==> config.mk <==
export PLATFORM = sky130hd
export DESIGN_NAME = ram_port_arb_flat
export DESIGN_NICKNAME = d
export VERILOG_FILES = /design/src/rtl/ram_port_arb_if.sv /design/src/rtl/ram_port_arb.sv /design/src/flat_wrapper.sv
export SDC_FILE = /design/constraint.sdc
export NUM_CORES = 1
export LEC_CHECK = 0
export BUFFER_PORTS_ARGS = -buffer_cell sky130_fd_sc_hd__buf_2
export CAP_MARGIN = 25
export CORE_MARGIN = 5
export CORE_UTILIZATION = 37
export CTS_CLUSTER_SIZE = 20
export DETAILED_ROUTE_END_ITERATION = 10
export PLACE_DENSITY = 0.8
export REMOVE_ABC_BUFFERS = 1
export SLEW_MARGIN = 20
export SYNTH_ARGS = -nofsm -noshare
export SYNTH_HDL_FRONTEND = slang
export SYNTH_SLANG_ARGS = --single-unit
==> constraint.sdc <==
create_clock -name clk -period 3.5 [get_ports clk]
set_input_delay 0.175 -clock clk [delete_from_list [all_inputs] [get_ports clk]]
set_output_delay 0.175 -clock clk [all_outputs]
set_load 0.02 [all_outputs]
==> src/rtl/ram_port_arb_if.sv <==
// ---------------------------------------------------------------------------
// ram_port_arb_if
// Requester-side bus of the RAM port-B arbiter. It carries three requesters
// packed side by side. Requester i uses addr[i*AW +: AW] and wdata[i*DW +: DW].
//   req    : access request per requester, held until granted
//   we     : per-requester write enable, qualified by req
//   lock   : keep ownership of the port after the current grant
//   addr   : flat per-requester address
//   wdata  : flat per-requester write data
//   gnt    : one-hot, the access is accepted this cycle
//   rvalid : one-hot, rdata belongs to that requester this cycle
//   rdata  : read data shared by all requesters
// Modports: master = requester side, slave = arbiter side.
// ---------------------------------------------------------------------------
interface ram_port_arb_if #(
  parameter int AW = 14,
  parameter int DW = 8
);
  logic [2:0]      req;
  logic [2:0]      we;
  logic [2:0]      lock;
  logic [3*AW-1:0] addr;
  logic [3*DW-1:0] wdata;
  logic [2:0]      gnt;
  logic [2:0]      rvalid;
  logic [DW-1:0]   rdata;

  modport master (
    output req, we, lock, addr, wdata,
    input  gnt, rvalid, rdata
  );

  modport slave (
    input  req, we, lock, addr, wdata,
    output gnt, rvalid, rdata
  );
endinterface

==> src/rtl/ram_port_arb.sv <==
// ---------------------------------------------------------------------------
// ram_port_arb
// Shares port B of the 16K x 8 dual-port block RAM among three requesters
// (CPU second bus, DMA, video fetch). One access is granted per cycle. The
// grant and RAM command are combinational in the request cycle. Read data
// returns one cycle later with a one-hot rvalid for the requester that
// issued the read. A requester that is granted with lock set keeps the port
// for as long as it keeps requesting.
// Ports:
//   clk      : single clock for arbiter and RAM port B
//   reset    : asynchronous, active-high
//   bus      : requester bus (slave modport), see ram_port_arb_if
//   ram_ce   : RAM port-B clock enable (ceb)
//   ram_oce  : RAM port-B output clock enable (oceb), tied high
//   ram_we   : RAM port-B write enable (wreb)
//   ram_ad   : RAM port-B address (adb)
//   ram_din  : RAM port-B write data (dinb)
//   ram_dout : RAM port-B read data (doutb)
// Parameters: AW address width, DW data width, RR 1 = round-robin,
//             0 = fixed priority with requester 0 highest.
// ---------------------------------------------------------------------------
module ram_port_arb #(
  parameter int AW = 14,
  parameter int DW = 8,
  parameter int RR = 1
) (
  input  logic                clk,
  input  logic                reset,
  ram_port_arb_if.slave       bus,
  output logic                ram_ce,
  output logic                ram_oce,
  output logic                ram_we,
  output logic [AW-1:0]       ram_ad,
  output logic [DW-1:0]       ram_din,
  input  logic [DW-1:0]       ram_dout
);

  // Ownership doubles as the FSM state: OWN_NONE is IDLE, any other value is
  // LOCKED to that requester.
  typedef enum logic [1:0] {
    OWN_R0   = 2'd0,
    OWN_R1   = 2'd1,
    OWN_R2   = 2'd2,
    OWN_NONE = 2'd3
  } own_e;

  own_e       r_own,   w_own_nxt;
  logic [1:0] r_ptr,   w_ptr_nxt;
  logic [1:0] r_rsel,  w_rsel_nxt;
  logic       r_rpend, w_rpend_nxt;

  logic       w_found;
  logic [1:0] w_win;
  logic [1:0] w_own_idx;

  assign w_own_idx = r_own;

  // Winner selection. A locked owner that still requests wins outright;
  // otherwise scan three positions starting at the pointer (or at 0 for
  // fixed priority), wrapping modulo 3.
  always_comb begin : arbitrate
    logic [1:0] idx;
    // NOTE: every variable written here gets a default first, so no path
    // through the block can leave it unassigned and infer a latch.
    w_found = 1'b0;
    w_win   = 2'd0;
    idx     = (RR != 0 && r_ptr != 2'd3) ? r_ptr : 2'd0;
    if (r_own != OWN_NONE && bus.req[w_own_idx]) begin
      w_found = 1'b1;
      w_win   = w_own_idx;
    end else begin
      for (int k = 0; k < 3; k++) begin
        if (!w_found && bus.req[idx]) begin
          w_found = 1'b1;
          w_win   = idx;
        end
        idx = (idx >= 2'd2) ? 2'd0 : idx + 2'd1;
      end
    end
  end

  // Next-state and RAM command. Outputs are forced quiet while reset is
  // high because the grant path is purely combinational from req.
  always_comb begin : next_state
    w_ptr_nxt   = r_ptr;
    w_own_nxt   = OWN_NONE;   // no grant or lock released -> back to IDLE
    w_rpend_nxt = 1'b0;
    w_rsel_nxt  = r_rsel;
    bus.gnt     = 3'b000;
    ram_ce      = 1'b0;
    ram_we      = 1'b0;
    ram_ad      = '0;
    ram_din     = '0;
    if (w_found && !reset) begin
      bus.gnt   = 3'b001 << w_win;
      ram_ce    = 1'b1;
      ram_we    = bus.we[w_win];
      ram_ad    = bus.addr[w_win*AW +: AW];
      ram_din   = bus.wdata[w_win*DW +: DW];
      w_ptr_nxt = (w_win == 2'd2) ? 2'd0 : w_win + 2'd1;
      if (bus.lock[w_win]) begin
        w_own_nxt = own_e'(w_win);
      end
      if (!bus.we[w_win]) begin
        w_rpend_nxt = 1'b1;
        w_rsel_nxt  = w_win;
      end
    end
  end

  // NOTE: state uses non-blocking assignments so every register samples the
  // pre-edge values computed above; the RAM array itself lives outside this
  // block and is never reset, only the arbiter's control state is.
  always_ff @(posedge clk or posedge reset) begin
    if (reset) begin
      r_ptr   <= 2'd0;
      r_own   <= OWN_NONE;
      r_rsel  <= 2'd0;
      r_rpend <= 1'b0;
    end else begin
      r_ptr   <= w_ptr_nxt;
      r_own   <= w_own_nxt;
      r_rsel  <= w_rsel_nxt;
      r_rpend <= w_rpend_nxt;
    end
  end

  // Read return: the RAM output register already holds the data one cycle
  // after the read grant, so only the valid strobe needs steering.
  assign bus.rvalid = (r_rpend && !reset) ? (3'b001 << r_rsel) : 3'b000;
  assign bus.rdata  = ram_dout;
  assign ram_oce    = 1'b1;

endmodule

==> src/flat_wrapper.sv <==
// flat-port wrapper written by rule: the top's interface ports become plain ports
module ram_port_arb_flat 
#(
  parameter int AW = 14,
  parameter int DW = 8,
  parameter int RR = 1
)
  (clk, reset, ram_ce, ram_oce, ram_we, ram_ad, ram_din, ram_dout, bus_req, bus_we, bus_lock, bus_addr, bus_wdata, bus_gnt, bus_rvalid, bus_rdata);
  ram_port_arb_if #(.AW(AW), .DW(DW)) bus_i ();
  input  logic clk;
  input  logic reset;
  output logic ram_ce;
  output logic ram_oce;
  output logic ram_we;
  output logic [AW-1:0] ram_ad;
  output logic [DW-1:0] ram_din;
  input  logic [DW-1:0] ram_dout;
  input wire logic [$bits(bus_i.req)-1:0] bus_req;
  input wire logic [$bits(bus_i.we)-1:0] bus_we;
  input wire logic [$bits(bus_i.lock)-1:0] bus_lock;
  input wire logic [$bits(bus_i.addr)-1:0] bus_addr;
  input wire logic [$bits(bus_i.wdata)-1:0] bus_wdata;
  output wire logic [$bits(bus_i.gnt)-1:0] bus_gnt;
  output wire logic [$bits(bus_i.rvalid)-1:0] bus_rvalid;
  output wire logic [$bits(bus_i.rdata)-1:0] bus_rdata;
  assign bus_i.req = bus_req;
  assign bus_i.we = bus_we;
  assign bus_i.lock = bus_lock;
  assign bus_i.addr = bus_addr;
  assign bus_i.wdata = bus_wdata;
  assign bus_gnt = bus_i.gnt;
  assign bus_rvalid = bus_i.rvalid;
  assign bus_rdata = bus_i.rdata;
  ram_port_arb #(.AW(AW), .DW(DW), .RR(RR)) u_core (.clk(clk), .reset(reset), .bus(bus_i), .ram_ce(ram_ce), .ram_oce(ram_oce), .ram_we(ram_we), .ram_ad(ram_ad), .ram_din(ram_din), .ram_dout(ram_dout));
endmodule
==> results.ini <==
[final_layout]
layout.nets = 321
drive_gt1_share_pct = 54.1
diodes = 0
area_delta_synth_final_pct = 42.4

[setup_path]
critPathCaptureType = output pin
arrival_ns = 3.05
crit_top_cell = o21a_1
crit_path_start_kind = flip-flop
cp_max_fo = 19
cp_slowest_stage_delay_ns = 0.56
path_cells = inv_1 > ha_1 > mux2i_1 > a2bb2oi_1 > a221oi_2 > o41a_4 > buf_12 > o21a_1 > o21a_1 > buf_2
criticalPathCategory = reg -> out
slowest_stage = o41a_4
required_ns = 3.32

[timing]
post-route-period-util_pct = 92.1
tightest_slew_ns = 0.597
tns_ns = 0
fin_skew_ns = 0.000344
finalSetupViolCount = 0
finalHoldViolCount = 0
rsz0062_at_grt = false
finalCriticalPeriod_ns = 3.22
maxSlewViolCount = 0
relSlewSlack_pct = 60.1
fmax_ghz = 0.310

[synth]
synth_cell_types = 44
async_flop_share_pct = 100
ys_seq_elements = 7
synth_cells = 134
synth-main-ff-cell = dfrtp_1
synth.avg_cell_area_um2 = 9.38
synth_edf_count = 0
synthesis.area_mm2 = 0.00126
synth-seq-area-share_pct = 14.1
ys_warn_count = 0

[global_route]
antenna_found_initial = 0
grt_util_all_layers_pct = 18.2
grt_pass1_wl_um = 6570
grt_max_degree = 24
first_global_vias = 1438
overflow = 0

[cts]
clk_root_buffer_cell = clkbuf_4
cts_max_path_buffers = 2
clk-insertion-delay-late_ns = 0.25
cts-buffers-inserted = 3
cts_tree = done
clkSinkCount = 7
cts_htree_levels = 1
path_clk_slew_ns = 0.05

[floorplanning]
die-area_mm2 = 0.00466
die_y_um = 68.3
initial_core_util_pct = 38.0
rows = 21
die-width_um = 68.3
io_pins = 124
core_region_area_mm2 = 0.00331

[route]
drtPass1Iterations = 5
drc = 0
wirelength_um = 4300
ant_nets = 0
wl_per_cell_um = 15.5
drt_iter0_markers = 79
vias = 1468
viasPerCell = 5.30

[min_path]
hp-class = in -> reg

[placed_design]
dpl.hpwl_um = 3650
port_buffers = 106
place.gp.congestion = 0.874

[outcome]
status = finished, final reports clean

[pwr]
ir_drop_v = 0.000728
p_per_area_mw_per_mm2 = 1150
power_mw = 2.07
power_leakage_nw = 0.963

[job]
cap_violations = 0

[cells by family (layout without fill, tap and decap cells)]
group	after synthesis	in the layout	share of synthesized area, %
and+or+nand+nor	25	26	13.2
AOI/OAI and AO/OA	46	46	32.4
buffers and inverters	23	119	13.4
muxes	28	28	22.5
other	1	1	0.298
adders and majority gates	4	4	3.98
DFF	7	7	14.1
[cell usage in the layout, fill, tap and decap left out, types with 2 or more instances in the layout]
cell,n
o22ai_1,3
a221oi_2,2
a2bb2oi_1,2
nor2b_1,2
clkbuf_4,3
dfstp_2,2
nor4b_1,2
buf_2,106
o21a_1,4
ha_1,4
a21oi_1,2
nor2_1,5
o2bb2ai_1,22
dfrtp_1,5
nand3_1,2
o21ai_0,2
inv_1,5
nand3b_1,3
mux2i_1,26
[timing repair]
action | 4_1_cts | 5_1_grt
setup endpoints to repair | 0 | 25
endpoints found under the hold margin | 5 | 0
hold buffers | 1 | 0
resized for setup | 0 | 3
setup buffers | 0 | 0
[flip-flops by register name, indices dropped and copies added, names as in the netlist]
signal / flops
u_core.r_own: 2
u_core.r_ptr: 2
u_core.r_rpend: 1
u_core.r_rsel: 2
[cell type report]
type | instances | area, µm²
repair buffers | 109 | 568
well taps | 46 | 57.6
clock buffers | 4 | 26.3
inverters | 6 | 22.5
fillers | 320 | 1520
multi-input cells | 105 | 938
flip-flops and latches | 7 | 178
[critical path, delay by kind of cell, from the launching register on]
| family | cells | cell delay, ns |
|---|---|---|
| muxes | 1 | 0.21 |
| adders and majority gates | 1 | 0.40 |
| DFF | 1 | 0.37 |
| AOI/OAI and AO/OA | 5 | 1.37 |
| buffers and inverters | 3 | 0.44 |
[where the power goes]
part           internal, mW  leakage (nW)  total (mW)  switching (mW)
registers             0.128        0.0845       0.163          0.0348
logic                 0.759         0.864        1.83            1.07
clock network        0.0435        0.0150      0.0730          0.0295
[worst paths after layout]
kind                             startpoint          endpoint  slack (ns)  cells past startpoint
setup / recovery            u_core.r_ptr[0]            ram_we        0.28                     10
hold / removal                  bus_lock[1]   u_core.r_own[1]        0.19                      3
setup reg to reg            u_core.r_ptr[0]   u_core.r_ptr[0]        0.73                      9
min in group asynchronous             reset  u_core.r_rsel[0]        0.44                      3
hold reg to reg            u_core.r_rsel[1]  u_core.r_rsel[1]        0.57                      2
max in group asynchronous             reset   u_core.r_own[0]        2.78                      3
[stage by stage]
stage / area, µm² / setup WS [ns] / utilization, % / hold slack, ns / instances
floorplan: 1110 / 0.112 / - / -0.0176 / 117
global placement: 1730 / 0.580 / 52.2 / 0.161 / 271
detailed placement: 1730 / 0.427 / 52.2 / 0.161 / 271
CTS: 1760 / 0.171 / 53.3 / 0.189 / 276
global route: 1790 / 0.0123 / 54.1 / 0.209 / 277
finish: 1790 / 0.276 / 54.1 / 0.193 / 277
[cell usage after synthesis, types with 3 or more instances]
cell       number  area (µm²)
mux2i_1        26         260
o2bb2ai_1      22         193
buf_4          10        75.1
dfrtp_1         5         125
inv_1           5        18.8
nor2_1          5        18.8
buf_2           4        20.0
ha_1            4        50.1
o21a_1          4        30.0
nand3b_1        3        22.5
o22ai_1         3        18.8
[metal layers]
layer  vias to the layer above  GRT usage, %  part of all wire (%)
met1                       658          21.0                    37
met2                        87          29.8                    50
met5                         -          6.25                     0
li1                        717             -                     -
met3                         6          8.05                    12
met4                         0          4.96                  0.86
No activity file was read; power rests on OpenSTA's default activity.
